===== config.mk =====
export PLATFORM = sky130hd
export DESIGN_NAME = dmem_arbiter_flat
export DESIGN_NICKNAME = d
export VERILOG_FILES = /design/src/rtl/dmem_arbiter_if.sv /design/src/rtl/dmem_arbiter.sv /design/src/flat_wrapper.sv
export SDC_FILE = /design/constraint.sdc
export NUM_CORES = 1
export LEC_CHECK = 0
export BUFFER_PORTS_ARGS = -buffer_cell sky130_fd_sc_hd__clkbuf_2
export CELL_PAD_IN_SITES_DETAIL_PLACEMENT = 1
export CELL_PAD_IN_SITES_GLOBAL_PLACEMENT = 2
export CORE_MARGIN = 2
export CORE_UTILIZATION = 25
export DETAILED_ROUTE_END_ITERATION = 8
export GPL_ROUTABILITY_DRIVEN = 0
export PLACE_DENSITY = 0.88
export SYNTH_ARGS = -nofsm -noshare
export SYNTH_HDL_FRONTEND = slang
export SYNTH_SLANG_ARGS = --single-unit
export TNS_END_PERCENT = 5

===== constraint.sdc =====
create_clock -name clk -period 1.79 [get_ports clk]
set_input_delay 0.0895 -clock clk [delete_from_list [all_inputs] [get_ports clk]]
set_output_delay 0.0895 -clock clk [all_outputs]
set_load 0.005 [all_outputs]

===== src/rtl/dmem_arbiter_if.sv =====
// Requester-side and memory-side signals of the two-port data-memory arbiter.
interface dmem_arbiter_if #(
  parameter int unsigned DATA_W = 32,
  parameter int unsigned AW     = 9
);
  logic              p0_req;
  logic              p1_req;
  logic              p0_rw;
  logic              p1_rw;
  logic [31:0]       p0_addr;
  logic [31:0]       p1_addr;
  logic [DATA_W-1:0] p0_wdata;
  logic [DATA_W-1:0] p1_wdata;
  logic              p0_gnt;
  logic              p1_gnt;
  logic              p0_rvalid;
  logic              p1_rvalid;
  logic [DATA_W-1:0] p0_rdata;
  logic [DATA_W-1:0] p1_rdata;
  logic              p0_stall;
  logic              err_oob;
  logic              mem_active;
  logic              mem_rw;
  logic [AW-1:0]     mem_index;
  logic [DATA_W-1:0] mem_wdata;
  logic [DATA_W-1:0] mem_rdata;

  // Arbiter side
  modport slave (
    input  p0_req, p1_req, p0_rw, p1_rw, p0_addr, p1_addr, p0_wdata, p1_wdata, mem_rdata,
    output p0_gnt, p1_gnt, p0_rvalid, p1_rvalid, p0_rdata, p1_rdata, p0_stall, err_oob,
           mem_active, mem_rw, mem_index, mem_wdata
  );

  // Requesters plus memory side
  modport master (
    output p0_req, p1_req, p0_rw, p1_rw, p0_addr, p1_addr, p0_wdata, p1_wdata, mem_rdata,
    input  p0_gnt, p1_gnt, p0_rvalid, p1_rvalid, p0_rdata, p1_rdata, p0_stall, err_oob,
           mem_active, mem_rw, mem_index, mem_wdata
  );
endinterface


===== src/rtl/dmem_arbiter.sv =====
// Two-port arbiter/sequencer in front of a single-ported, level-sensitive data memory.
// Port 0 (pipeline MEM stage) has priority; port 1 wins after STARVE_LIMIT lost rounds.
module dmem_arbiter #(
  parameter int unsigned DEPTH        = 512,
  parameter int unsigned DATA_W       = 32,
  parameter int unsigned STARVE_LIMIT = 4
) (
  input  logic          clk,
  input  logic          rst_n,
  dmem_arbiter_if.slave bus
);
  localparam int unsigned AW = $clog2(DEPTH);
  localparam int unsigned SW = $clog2(STARVE_LIMIT + 1);

  typedef enum logic [1:0] {IDLE, ACCESS, RESP} state_e;

  state_e            state_q, state_d;
  logic              owner_q, owner_d;
  logic              oob_q, oob_d;
  logic              rw_q, rw_d;
  logic [SW-1:0]     starve_q, starve_d;
  logic              mem_active_q, mem_active_d;
  logic              mem_rw_q, mem_rw_d;
  logic [AW-1:0]     mem_index_q, mem_index_d;
  logic [DATA_W-1:0] mem_wdata_q, mem_wdata_d;
  logic              p0_rvalid_q, p0_rvalid_d;
  logic              p1_rvalid_q, p1_rvalid_d;
  logic [DATA_W-1:0] p0_rdata_q, p0_rdata_d;
  logic [DATA_W-1:0] p1_rdata_q, p1_rdata_d;
  logic              err_oob_q, err_oob_d;

  logic              p0_gnt_c, p1_gnt_c, p0_stall_c;
  logic              gnt_rw, gnt_oob;
  logic [31:0]       gnt_addr;
  logic [DATA_W-1:0] gnt_wdata;

  // Arbitration: grants are combinational from req and state, suppressed while in reset
  always_comb begin
    p0_gnt_c = 1'b0;
    p1_gnt_c = 1'b0;
    if (state_q != ACCESS) begin
      if (bus.p0_req && bus.p1_req) begin
        if (starve_q == SW'(STARVE_LIMIT)) p1_gnt_c = rst_n;
        else                               p0_gnt_c = rst_n;
      end else if (bus.p0_req) begin
        p0_gnt_c = rst_n;
      end else if (bus.p1_req) begin
        p1_gnt_c = rst_n;
      end
    end
    gnt_rw     = p1_gnt_c ? bus.p1_rw    : bus.p0_rw;
    gnt_addr   = p1_gnt_c ? bus.p1_addr  : bus.p0_addr;
    gnt_wdata  = p1_gnt_c ? bus.p1_wdata : bus.p0_wdata;
    gnt_oob    = (gnt_addr >= 32'(DEPTH));
    p0_stall_c = rst_n & ((bus.p0_req & ~p0_gnt_c) | ((state_q == ACCESS) & ~owner_q));
  end

  // Next-state and registered-output logic
  always_comb begin
    state_d      = state_q;
    owner_d      = owner_q;
    oob_d        = oob_q;
    rw_d         = rw_q;
    mem_active_d = 1'b0;
    mem_rw_d     = 1'b1;
    mem_index_d  = mem_index_q;
    mem_wdata_d  = mem_wdata_q;
    p0_rvalid_d  = 1'b0;
    p1_rvalid_d  = 1'b0;
    p0_rdata_d   = p0_rdata_q;
    p1_rdata_d   = p1_rdata_q;
    err_oob_d    = 1'b0;

    // Port 1 starvation counter
    if (!bus.p1_req || p1_gnt_c)                         starve_d = '0;
    else if (p0_gnt_c && starve_q != SW'(STARVE_LIMIT)) starve_d = starve_q + SW'(1);
    else                                                 starve_d = starve_q;

    case (state_q)
      ACCESS: begin
        // Capture the memory output on the edge that ends the access
        state_d   = RESP;
        err_oob_d = oob_q;
        if (owner_q) begin
          p1_rvalid_d = 1'b1;
          p1_rdata_d  = (rw_q && !oob_q) ? bus.mem_rdata : '0;
        end else begin
          p0_rvalid_d = 1'b1;
          p0_rdata_d  = (rw_q && !oob_q) ? bus.mem_rdata : '0;
        end
      end
      IDLE, RESP: begin
        if (p0_gnt_c || p1_gnt_c) begin
          state_d      = ACCESS;
          owner_d      = p1_gnt_c;
          oob_d        = gnt_oob;
          rw_d         = gnt_rw;
          mem_active_d = ~gnt_oob;
          mem_rw_d     = gnt_rw;
          mem_index_d  = gnt_addr[AW-1:0];
          mem_wdata_d  = gnt_wdata;
        end else begin
          state_d = IDLE;
        end
      end
      default: state_d = IDLE;
    endcase
  end

  // State and output registers; reset drops mem_active immediately
  always_ff @(posedge clk or negedge rst_n) begin
    if (!rst_n) begin
      state_q      <= IDLE;
      owner_q      <= 1'b0;
      oob_q        <= 1'b0;
      rw_q         <= 1'b1;
      starve_q     <= '0;
      mem_active_q <= 1'b0;
      mem_rw_q     <= 1'b1;
      mem_index_q  <= '0;
      mem_wdata_q  <= '0;
      p0_rvalid_q  <= 1'b0;
      p1_rvalid_q  <= 1'b0;
      p0_rdata_q   <= '0;
      p1_rdata_q   <= '0;
      err_oob_q    <= 1'b0;
    end else begin
      state_q      <= state_d;
      owner_q      <= owner_d;
      oob_q        <= oob_d;
      rw_q         <= rw_d;
      starve_q     <= starve_d;
      mem_active_q <= mem_active_d;
      mem_rw_q     <= mem_rw_d;
      mem_index_q  <= mem_index_d;
      mem_wdata_q  <= mem_wdata_d;
      p0_rvalid_q  <= p0_rvalid_d;
      p1_rvalid_q  <= p1_rvalid_d;
      p0_rdata_q   <= p0_rdata_d;
      p1_rdata_q   <= p1_rdata_d;
      err_oob_q    <= err_oob_d;
    end
  end

  assign bus.p0_gnt     = p0_gnt_c;
  assign bus.p1_gnt     = p1_gnt_c;
  assign bus.p0_stall   = p0_stall_c;
  assign bus.p0_rvalid  = p0_rvalid_q;
  assign bus.p1_rvalid  = p1_rvalid_q;
  assign bus.p0_rdata   = p0_rdata_q;
  assign bus.p1_rdata   = p1_rdata_q;
  assign bus.err_oob    = err_oob_q;
  assign bus.mem_active = mem_active_q;
  assign bus.mem_rw     = mem_rw_q;
  assign bus.mem_index  = mem_index_q;
  assign bus.mem_wdata  = mem_wdata_q;
endmodule


===== src/flat_wrapper.sv =====
// flat-port wrapper written by rule: the top's interface ports become plain ports
module dmem_arbiter_flat 
#(
  parameter int unsigned DEPTH        = 512,
  parameter int unsigned DATA_W       = 32,
  parameter int unsigned STARVE_LIMIT = 4
)
  (clk, rst_n, bus_p0_req, bus_p1_req, bus_p0_rw, bus_p1_rw, bus_p0_addr, bus_p1_addr, bus_p0_wdata, bus_p1_wdata, bus_mem_rdata, bus_p0_gnt, bus_p1_gnt, bus_p0_rvalid, bus_p1_rvalid, bus_p0_rdata, bus_p1_rdata, bus_p0_stall, bus_err_oob, bus_mem_active, bus_mem_rw, bus_mem_index, bus_mem_wdata);
  dmem_arbiter_if #(.DATA_W(DATA_W), .AW((9))) bus_i ();
  input  logic clk;
  input  logic rst_n;
  input wire logic [$bits(bus_i.p0_req)-1:0] bus_p0_req;
  input wire logic [$bits(bus_i.p1_req)-1:0] bus_p1_req;
  input wire logic [$bits(bus_i.p0_rw)-1:0] bus_p0_rw;
  input wire logic [$bits(bus_i.p1_rw)-1:0] bus_p1_rw;
  input wire logic [$bits(bus_i.p0_addr)-1:0] bus_p0_addr;
  input wire logic [$bits(bus_i.p1_addr)-1:0] bus_p1_addr;
  input wire logic [$bits(bus_i.p0_wdata)-1:0] bus_p0_wdata;
  input wire logic [$bits(bus_i.p1_wdata)-1:0] bus_p1_wdata;
  input wire logic [$bits(bus_i.mem_rdata)-1:0] bus_mem_rdata;
  output wire logic [$bits(bus_i.p0_gnt)-1:0] bus_p0_gnt;
  output wire logic [$bits(bus_i.p1_gnt)-1:0] bus_p1_gnt;
  output wire logic [$bits(bus_i.p0_rvalid)-1:0] bus_p0_rvalid;
  output wire logic [$bits(bus_i.p1_rvalid)-1:0] bus_p1_rvalid;
  output wire logic [$bits(bus_i.p0_rdata)-1:0] bus_p0_rdata;
  output wire logic [$bits(bus_i.p1_rdata)-1:0] bus_p1_rdata;
  output wire logic [$bits(bus_i.p0_stall)-1:0] bus_p0_stall;
  output wire logic [$bits(bus_i.err_oob)-1:0] bus_err_oob;
  output wire logic [$bits(bus_i.mem_active)-1:0] bus_mem_active;
  output wire logic [$bits(bus_i.mem_rw)-1:0] bus_mem_rw;
  output wire logic [$bits(bus_i.mem_index)-1:0] bus_mem_index;
  output wire logic [$bits(bus_i.mem_wdata)-1:0] bus_mem_wdata;
  assign bus_i.p0_req = bus_p0_req;
  assign bus_i.p1_req = bus_p1_req;
  assign bus_i.p0_rw = bus_p0_rw;
  assign bus_i.p1_rw = bus_p1_rw;
  assign bus_i.p0_addr = bus_p0_addr;
  assign bus_i.p1_addr = bus_p1_addr;
  assign bus_i.p0_wdata = bus_p0_wdata;
  assign bus_i.p1_wdata = bus_p1_wdata;
  assign bus_i.mem_rdata = bus_mem_rdata;
  assign bus_p0_gnt = bus_i.p0_gnt;
  assign bus_p1_gnt = bus_i.p1_gnt;
  assign bus_p0_rvalid = bus_i.p0_rvalid;
  assign bus_p1_rvalid = bus_i.p1_rvalid;
  assign bus_p0_rdata = bus_i.p0_rdata;
  assign bus_p1_rdata = bus_i.p1_rdata;
  assign bus_p0_stall = bus_i.p0_stall;
  assign bus_err_oob = bus_i.err_oob;
  assign bus_mem_active = bus_i.mem_active;
  assign bus_mem_rw = bus_i.mem_rw;
  assign bus_mem_index = bus_i.mem_index;
  assign bus_mem_wdata = bus_i.mem_wdata;
  dmem_arbiter #(.DEPTH(DEPTH), .DATA_W(DATA_W), .STARVE_LIMIT(STARVE_LIMIT)) u_core (.clk(clk), .rst_n(rst_n), .bus(bus_i));
endmodule

==> flow_summary.yaml, run 1 <==
run_status:
  run_status: "finished with violations"
  failed_checks: "negative setup slack"
final_layout:
  layout.area.seq_um2: 2960
  layout_cell_share_with_drive_strength_beyond_1_pct: 37.9
  finalNetCount: 1053
  multi_input_area_um2: 1810
  most-common-layout-cells: "clkbuf_2, nand2_1, dfrtp_1"
  final.fill_count: 2298
  stdcell_area_um2: 8430
  area_growth_syn_to_layout_pct: 70.8
  final_common_cell: "clkbuf_2"
global_route:
  grt_first_pass_wirelength_mm: 30.3
  grt_antenna_before_repair: 1
  grtUsageTotal_pct: 19.2
  grt_max_degree: 66
  grt_pass1_vias: 5691
  global_route.overflow_total: 0
critical_path:
  start_kind: "register"
  critPathMaxFanout: 31
  cp-end-kind: "register"
  crit_type: "register to register"
  worst_ep_required_time_ns: 2.08
  crit_arrival_ns: 2.09
timing:
  fmax_mhz: 555
  period_minus_slack_ns: 1.80
  setup_slack_ns: -0.0121
  finalHoldViolCount: 0
  rsz_0062_raised_after_global_routing: "yes"
  finalMaxSlewViolations: 0
  finalSetupViolCount: 2
  slew-limit-headroom_pct: 52.2
  finClkSkew_ns: 0.00920
  worst-slew-pin-transition_ns: 0.716
  fin_crit_sh_pct: 101
route:
  postRouteWirelength_mm: 19.6
  detail_route.wl_per_cell_um: 16.8
  ant_nets: 0
  remaining_drc_errors: 0
  drtIter0Drc: 172
  route.vias.total: 5129
  drtPass1Iterations: 4
  routed_via_density: 4.41
place:
  detailed_place_hpwl_mm: 12.6
  port_buffers: 278
  post_dp_cell_area_um2: 6650
yosys:
  synth_top_area_cell: "dfrtp_1"
  mappedNetlistNets: 659
  synth.ff_latch_count: 118
  yosysTopAreaCellShare_pct: 58.8
  yosysWarnings: 0
  postSynthCellCount: 491
  netlist_area_um2: 4930
  synth_sequential_area_ratio_pct: 59.9
  synth_area_leaders: "dfrtp_1, nand2_1, mux2i_1"
  post_syn_area_per_cell_um2: 10.0
  post_synth_num_cell_types: 28
power:
  leakagePower_uw: 0.00448
  total_power_uw: 9130
  peakVddDrop_v: 0.000618
  pwr_density_cell_nw_per_um2: 1080
floorplan:
  dieWidth_um: 144
  die_h_um: 144
  placeableCoreArea_um2: 19400
  die_area_um2: 20900
  start_util_pct: 25.4
  rows: 51
  io_pins: 279
clock_network:
  clock_tree.buffer_depth: 2
  htree_levels: 4
  clock_insertion_delay_worst_skew_ns: 0.41
  tritoncts_clock_tree: "done"
  number_of_buffers_inserted_during_clock_tree_synthesis: 17
  clk_pin_slew_ns: 0.06
  cts.sink_count: 118
  cts_root_buf: "clkbuf_16"
job:
  cap_violations: 0
worst_hold_path:
  timing.hold.worst.class: "input pin to register"
==> synth_stat cells, drive strengths merged <==
master    n
nor4bb    1
a31o      1
ha        2
nand2b    1
nor3      2
nand4     2
and4      2
o211ai    1
clkbuf   18
nor4     10
buf      15
nor2b     3
xnor2     2
dfstp     2
nor2      4
a311o     1
nor3b     1
and2      2
inv       8
a21oi     3
nand2   143
mux2i    43
o21ai   107
a211o     1
dfrtp   116
==> power by group <==
group | internal, uW | leakage [uW] | switching, uW
combinational | 1040 | 0.00267 | 1080
sequential | 3300 | 0.00152 | 346
clock | 2140 | 0.000289 | 1220
total | 6490 | 0.00448 | 2650
==> final timing paths <==
kind / end / depth (start not counted) / startpoint / slack, ns
worst max-delay path: u_core.bus.mem_index[5] / 7 / u_core.starve_q[0] / -0.01
worst min-delay path: u_core.bus.mem_wdata[20] / 3 / bus_p1_wdata[20] / 0.01
worst max register to register: u_core.bus.mem_index[5] / 7 / u_core.starve_q[0] / -0.01
worst min register to register: u_core.bus.p0_rdata[18] / 2 / u_core.bus.p0_rdata[18] / 0.48
max in group asynchronous: u_core.bus.p0_rdata[16] / 4 / rst_n / 0.58
min in group asynchronous: u_core.bus.mem_wdata[27] / 3 / rst_n / 0.27
==> critical path, cell delays in order (launching register included) <==
cell	delay (ns)
dfrtp_1	0.40
inv_1	0.07
ha_2	0.19
nand2_2	0.08
a211o_4	0.40
buf_12	0.20
mux2i_2	0.22
o21ai_1	0.09
==> metal layers <==
layer | part of all wire, % | global-route usage, %
met4 | 3.5 | 8.58
met5 | 0 | 0
met1 | 39 | 20.8
met3 | 6.5 | 5.86
met2 | 51 | 34.3
==> cells by family (layout without fill, tap and decap cells) <==
group | after synthesis | count (layout) | synth area share [%]
AO/OA/AOI/OAI | 114 | 114 | 11.9
adder cells (fa/ha/maj) | 2 | 2 | 0.507
buffers and inverters | 41 | 448 | 4.26
other | 0 | 1 | 0
multiplexers | 43 | 43 | 8.72
AND/OR/NAND/NOR | 171 | 171 | 14.4
XOR/XNOR | 2 | 2 | 0.355
flip-flops | 118 | 118 | 59.9
==> per-stage QoR <==
stage,worst slack [ns],util [%],TNS (ns),hold slack (ns),std cells
after detailed placement,0.0379,34.3,0,0.105,1014
final,-0.0121,43.4,-0.0220,0.0117,1164
after global routing,-0.102,43.4,-1.39,0.00930,1164
after floorplan,0.218,-,0,-0.206,491
after CTS,0.00358,43.2,0,0.000817,1160
after global placement,0.123,34.3,0,0.105,1014
==> flip-flops by register name, summed over array words and instances (netlist names) <==
register	flops
u_core.bus.mem_active	1
u_core.rw_q	1
u_core.oob_q	1
u_core.bus.mem_rw	1
u_core.bus.p0_rdata	32
u_core.bus.mem_wdata	32
u_core.bus.p1_rdata	32
u_core.bus.p1_rvalid	1
u_core.owner_q	1
u_core.bus.err_oob	1
u_core.bus.mem_index	9
u_core.bus.p0_rvalid	1
u_core.starve_q	3
u_core.state_q	2
==> cell type report <==
cell class | instances | area share, %
flip-flops and latches | 118 | 35.1
repair buffers | 408 | 32.3
multi-input cells | 332 | 21.5
clock buffers | 22 | 5.63
well taps | 265 | 3.93
clock inverters | 10 | 1.22
inverters | 8 | 0.386
diodes | 1 | 0.0297
==> repair_timing <==
item,4_1_cts,5_1_grt
setup buffers,3,3
gates resized for setup,4,11
hold buffers,111,0
endpoints found under the hold margin,174,0
pin swaps,3,4
setup endpoints to repair,2,35
No activity file was read; power rests on OpenSTA's default activity.
==> run 2: changes to the inputs <==
--- a/config.mk
+++ b/config.mk
@@ -13,6 +13,7 @@
 export DETAILED_ROUTE_END_ITERATION = 8
 export GPL_ROUTABILITY_DRIVEN = 0
 export PLACE_DENSITY = 0.88
+export REMOVE_ABC_BUFFERS = 1
 export SYNTH_ARGS = -nofsm -noshare
 export SYNTH_HDL_FRONTEND = slang
 export SYNTH_SLANG_ARGS = --single-unit
==> flow_summary.yaml, run 2 (same netlist as run 1, synthesis figures left out) <==
run_status:
  run_status: "finished, final reports clean"
timing:
  finalMaxSlewViolations: 0
  slew-limit-headroom_pct: 53.0
  tns_ns: 0
  fin_crit_sh_pct: 99.2
  finClkSkew_ns: 0.0102
  finalSetupViolCount: 0
  finalHoldViolCount: 0
  fmax_mhz: 563
  rsz_0062_raised_after_global_routing: "yes"
  setup_slack_ns: 0.0148
  period_minus_slack_ns: 1.78
  worst-slew-pin-transition_ns: 0.702
worst_hold_path:
  timing.hold.worst.class: "input pin to register"
  worstHoldEndpoint: "u_core.bus.mem_active"
  hold_path_startpoint: "bus_p0_addr[28]"
  hold_path_depth: 4
place:
  place.detailed.instances: 1013
  pre_cts_slack_ns: 0.0125
  port_buffers: 278
  post_dp_cell_area_um2: 6670
  detailed_place_hpwl_mm: 11.5
final_layout:
  final_common_cell: "clkbuf_2"
  post_layout_nonfiller_instances: 1174
  area_growth_syn_to_layout_pct: 74.2
  layout_cell_share_with_drive_strength_beyond_1_pct: 36.9
  final.fill_count: 2288
  most-common-layout-cells: "clkbuf_2, nand2_1, dlygate4sd3_1"
  stdcell_area_um2: 8590
  n_antenna_cell: 0
  finish.utilization_pct: 44.3
  finalNetCount: 1064
clock_network:
  clock_insertion_delay_worst_skew_ns: 0.41
  cts_root_buf: "clkbuf_16"
  htree_levels: 4
  number_of_buffers_inserted_during_clock_tree_synthesis: 17
  clock_tree.buffer_depth: 2
  tritoncts_clock_tree: "done"
  clk_pin_slew_ns: 0.06
  cts.sink_count: 118
critical_path:
  crit_type: "register to register"
  r2r_slack_ns: 0.01
  cp-end-kind: "register"
  worst_ep_required_time_ns: 2.07
  crit_arrival_ns: 2.05
  rr_worst_depth: 7
  start_kind: "register"
  crit-reg2reg-capture: "u_core.bus.mem_index[5]"
  critPathMaxFanout: 34
  worst_flop_to_flop_path_startpoint: "u_core.starve_q[1]"
power:
  leakagePower_uw: 0.00455
  peakVddDrop_v: 0.000594
  pwr_density_cell_nw_per_um2: 1080
global_route:
  grtUsageTotal_pct: 18.3
  met3_use_gr_pct: 6.19
  grt_pass1_vias: 5661
  grt_max_degree: 104
  global_route.overflow_total: 0
  grt_antenna_before_repair: 0
  grt.busiest_layer: "met2"
  global_route.usage.met1_pct: 20.2
  grt_first_pass_wirelength_mm: 29.5
  use_met2_pct: 32.7
floorplan:
  dieWidth_um: 144
  placeableCoreArea_um2: 19400
  die_area_um2: 20900
  rows: 51
  io_pins: 279
  start_util_pct: 25.4
  die_h_um: 144
route:
  detail_route.wl_per_cell_um: 16.1
  postRouteWirelength_mm: 18.9
  drtIter0Drc: 102
  route.vias.total: 5125
  routed_via_density: 4.37
  remaining_drc_errors: 0
  drtPass1Iterations: 4
  ant_nets: 0
job:
  cap_violations: 0
## run 2: cell types whose count changed in the layout (fill, tap and decap cells not counted), moves of 2 or more
cell | previous run | this run
buf_4 | 14 | 11
clkbuf_1 | 2 | 6
clkbuf_8 | 3 | 5
clkinv_2 | 7 | 2
dlygate4sd3_1 | 111 | 122
o21ai_0 | 67 | 69
o21ai_1 | 40 | 37
## run 2: critical path, cell delays in order, from the launching register on
cell	delay, ns
dfrtp_1	0.39
inv_1	0.06
ha_1	0.16
nand2_1	0.09
a211o_4	0.38
buf_12	0.20
mux2i_2	0.25
o21ai_1	0.10
## run 2: repair_timing
item | CTS | global route
pin swaps | 3 | 0
hold buffers | 122 | 0
cloned | 0 | 1
setup buffers | 5 | 1
hold endpoints to repair | 226 | 0
endpoints found under the setup margin | 2 | 11
resized for setup | 6 | 5
## run 2: final cells by class
| type | count | area (um2) | share of cell area, % |
|---|---|---|---|
| clock inverter | 4 | 70.1 | 0.815 |
| clock buffer | 28 | 517 | 6.01 |
| tap | 265 | 332 | 3.86 |
| timing repair buffer | 419 | 2870 | 33.4 |
| sequential | 118 | 2960 | 34.4 |
| multi-input combinational | 332 | 1820 | 21.1 |
| inverter | 8 | 30.0 | 0.349 |
## run 2: metal layers
| metal | share of wire (%) | wire length [um] | vias to the layer above |
|---|---|---|---|
| met3 | 7.3 | 1370 | 24 |
| met5 | 0 | 0 | - |
| met4 | 2.0 | 377 | 0 |
| met1 | 40 | 7650 | 2434 |
| met2 | 50 | 9540 | 197 |
| li1 | - | - | 2470 |
## run 2: metrics by stage
step / hold slack [ns] / total power, uW
2_1_floorplan: -0.206 / 4350
3_3_place_gp: 0.126 / 5510
3_5_place_dp: 0.120 / 5600
4_1_cts: 0.00112 / 9280
5_1_grt: 0.0418 / 9800
6_report: 0.0230 / 9240
## run 2: how the worst max path moves through the flow
stage | start | depth (start not counted) | end
floorplan | bus_p1_req | 3 | u_core.oob_q
global placement | u_core.starve_q[1] | 7 | u_core.bus.mem_index[3]
detailed placement | u_core.starve_q[1] | 7 | u_core.bus.mem_index[2]
CTS | u_core.state_q[0] | 6 | bus_p0_stall
global route | u_core.state_q[0] | 6 | bus_p0_stall
finish | u_core.starve_q[1] | 7 | u_core.bus.mem_index[5]
## run 2: where the power goes
part | switching [uW] | internal (uW) | leakage [uW] | total (uW)
sequential | 351 | 3300 | 0.00152 | 3650
combinational | 1100 | 1080 | 0.00274 | 2180
clock | 1180 | 2230 | 0.000289 | 3410
==> run 3: changes to the inputs <==
--- a/config.mk
+++ b/config.mk
@@ -5,11 +5,12 @@
 export SDC_FILE = /design/constraint.sdc
 export NUM_CORES = 1
 export LEC_CHECK = 0
+export ABC_AREA = 1
 export BUFFER_PORTS_ARGS = -buffer_cell sky130_fd_sc_hd__clkbuf_2
 export CELL_PAD_IN_SITES_DETAIL_PLACEMENT = 1
 export CELL_PAD_IN_SITES_GLOBAL_PLACEMENT = 2
 export CORE_MARGIN = 2
-export CORE_UTILIZATION = 25
+export CORE_UTILIZATION = 26
 export DETAILED_ROUTE_END_ITERATION = 8
 export GPL_ROUTABILITY_DRIVEN = 0
 export PLACE_DENSITY = 0.88
==> flow_summary.yaml, run 3 <==
run_status:
  run_status: "finished, final reports clean"
clock_network:
  cts_root_buf: "clkbuf_16"
  tritoncts_clock_tree: "done"
  number_of_buffers_inserted_during_clock_tree_synthesis: 17
  clk_pin_slew_ns: 0.06
  clock_tree.buffer_depth: 2
  htree_levels: 4
  cts.sink_count: 118
  clock_insertion_delay_worst_skew_ns: 0.42
yosys:
  ys_async_sr_fraction_pct: 100
  compound_gate_fraction_of_synth_area_pct: 6.78
  yosysWarnings: 0
  synth_edf_count: 0
  synth-simple-area-share_pct: 17.4
  synth.most_common_cell: "dfrtp_1"
  postSynthCellCount: 547
  post_synth_xor_area_fraction_pct: 0.324
  post_synth_num_cell_types: 31
  synth_sequential_area_ratio_pct: 54.7
  synth_commonest_cells: "dfrtp_1, nand2_1, inv_1, mux2_2, nor2_1"
  synth_top_area_cell: "dfrtp_1"
  netlist_area_um2: 5410
  post_synth_mux_area_share_pct: 13.3
  yosysTopAreaCellShare_pct: 53.7
  synth_flop_cell: "dfrtp_1"
  post_syn_area_per_cell_um2: 9.89
  synth.ff_latch_count: 118
  yosys.area_share.adder_pct: 0.463
  combinational_family_with_the_most_area_after_synthesis: "simple AND/OR/NAND/NOR gates"
  synth_area_leaders: "dfrtp_1, mux2_2, nand2_1"
critical_path:
  cp-startpoint: "u_core.starve_q[0]"
  crit-reg2reg-capture: "u_core.bus.mem_wdata[14]"
  crit_type: "register to output port"
  start_kind: "register"
  r2r_slack_ns: 0.06
  worst_flop_to_flop_path_startpoint: "u_core.starve_q[0]"
  cp-end-kind: "output port"
  rr_worst_depth: 11
  worst_ep_required_time_ns: 1.70
  critical_path.endpoint: "bus_p0_stall"
  crit_arrival_ns: 1.66
  critPathMaxFanout: 3
power:
  peakVddDrop_v: 0.000532
  leakagePower_uw: 0.00454
  pwr_density_cell_nw_per_um2: 1090
final_layout:
  most-common-layout-cells: "clkbuf_2, dfrtp_1, nand2_1"
  finalNetCount: 1059
  area_growth_syn_to_layout_pct: 55.9
  stdcell_area_um2: 8430
  n_antenna_cell: 0
  final.fill_count: 2386
  final_common_cell: "clkbuf_2"
  layout_cell_share_with_drive_strength_beyond_1_pct: 44.6
global_route:
  grt_first_pass_wirelength_mm: 29.2
  grtUsageTotal_pct: 17.0
  global_route.overflow_total: 0
  grt_antenna_before_repair: 1
  grt_max_degree: 99
  grt_pass1_vias: 5645
route:
  route.vias.total: 5157
  detail_route.wl_per_cell_um: 15.6
  postRouteWirelength_mm: 18.3
  routed_via_density: 4.39
  drtPass1Iterations: 4
  ant_nets: 0
  drtIter0Drc: 67
  remaining_drc_errors: 0
place:
  post_dp_cell_area_um2: 7160
  detailed_place_hpwl_mm: 12.3
  port_buffers: 278
timing:
  rsz_0062_raised_after_global_routing: "yes"
  fin_crit_sh_pct: 97.6
  finalMaxSlewViolations: 0
  period_minus_slack_ns: 1.75
  finClkSkew_ns: 0.0134
  finalHoldViolCount: 0
  tns_ns: 0
  slew-limit-headroom_pct: 41.6
  worst-slew-pin-transition_ns: 0.876
  fmax_mhz: 572
  finalSetupViolCount: 0
floorplan:
  start_util_pct: 26.6
  die_area_um2: 22000
  rows: 52
  placeableCoreArea_um2: 20300
  io_pins: 279
  die_h_um: 148
  dieWidth_um: 148
job:
  cap_violations: 0
worst_hold_path:
  timing.hold.worst.class: "input pin to register"
run 3: kinds of logic after synthesis:
family / after synthesis
and+or+nand+nor: 222
DFF: 118
buffers and inverters: 88
muxes: 64
AOI/OAI and AO/OA: 51
xor gates and xnor gates: 2
adders and majority gates: 2
run 3: final cells by class:
type                            count  area (um2)  area share (%)
Tap cell                          270         338            4.01
Timing Repair Buffer              351        2220            26.3
Multi-Input combinational cell    341        2090            24.7
Inverter                           62         233            2.76
Clock inverter                     13         146            1.74
Sequential cell                   118        2960            35.1
Clock buffer                       19         453            5.37
run 3: worst min path at each step:
stage / startpoint / end / slack, ns / cells past startpoint
finish: bus_p0_addr[0] / u_core.bus.mem_index[0] / 0.01 / 4
global route: bus_p1_wdata[5] / u_core.bus.mem_wdata[5] / 0.03 / 4
CTS: bus_p0_wdata[4] / u_core.bus.mem_wdata[4] / 0.002 / 4
detailed placement: rst_n / u_core.state_q[0] / -0.08 / 1
global placement: rst_n / u_core.owner_q / -0.09 / 1
floorplan: rst_n / u_core.bus.err_oob / -0.21 / 0
run 3: layer usage:
metal / vias to the layer above / part of all wire, % / track usage (%)
met2: 204 / 50 / 30.9
li1: 2450 / - / -
met4: 2 / 1.8 / 5.90
met1: 2473 / 40 / 18.6
met3: 28 / 7.2 / 5.55
met5: - / 0.071 / 0
run 3: repair_timing:
item / in CTS / in global routing
gates resized for setup: 2 / 7
hold endpoints to repair: 150 / 0
setup buffers: 3 / 3
pin swaps: 1 / 2
hold buffers: 55 / 0
cloned: 1 / 1
endpoints found under the setup margin: 2 / 53
run 3: power by group:
| part | switching [uW] | internal (uW) | leakage, uW |
|---|---|---|---|
| clock network | 1300 | 2140 | 0.000296 |
| registers | 341 | 3270 | 0.00149 |
| logic | 995 | 1170 | 0.00275 |
| total | 2630 | 6580 | 0.00454 |
run 3: stage by stage:
stage | hold WS, ns | instances | util, % | worst slack (ns) | power [uW]
3_5_place_dp | -0.0847 | 1079 | 35.3 | 0.131 | 5700
5_1_grt | 0.0283 | 1174 | 41.5 | -0.0805 | 9750
3_3_place_gp | -0.0871 | 1079 | 35.3 | 0.205 | 5640
4_1_cts | 0.00219 | 1170 | 41.2 | -0.00177 | 9340
2_1_floorplan | -0.206 | 521 | - | -0.970 | 4480
6_report | 0.0146 | 1174 | 41.5 | 0.0430 | 9210
run 3: critical path, cell delays in order (launching register included):
cell and delay [ns]:
dfrtp_1 0.38, inv_1 0.06, ha_1 0.20, nand2_2 0.08
inv_1 0.07, a211oi_2 0.25, o21ai_1 0.09, clkbuf_2 0.12
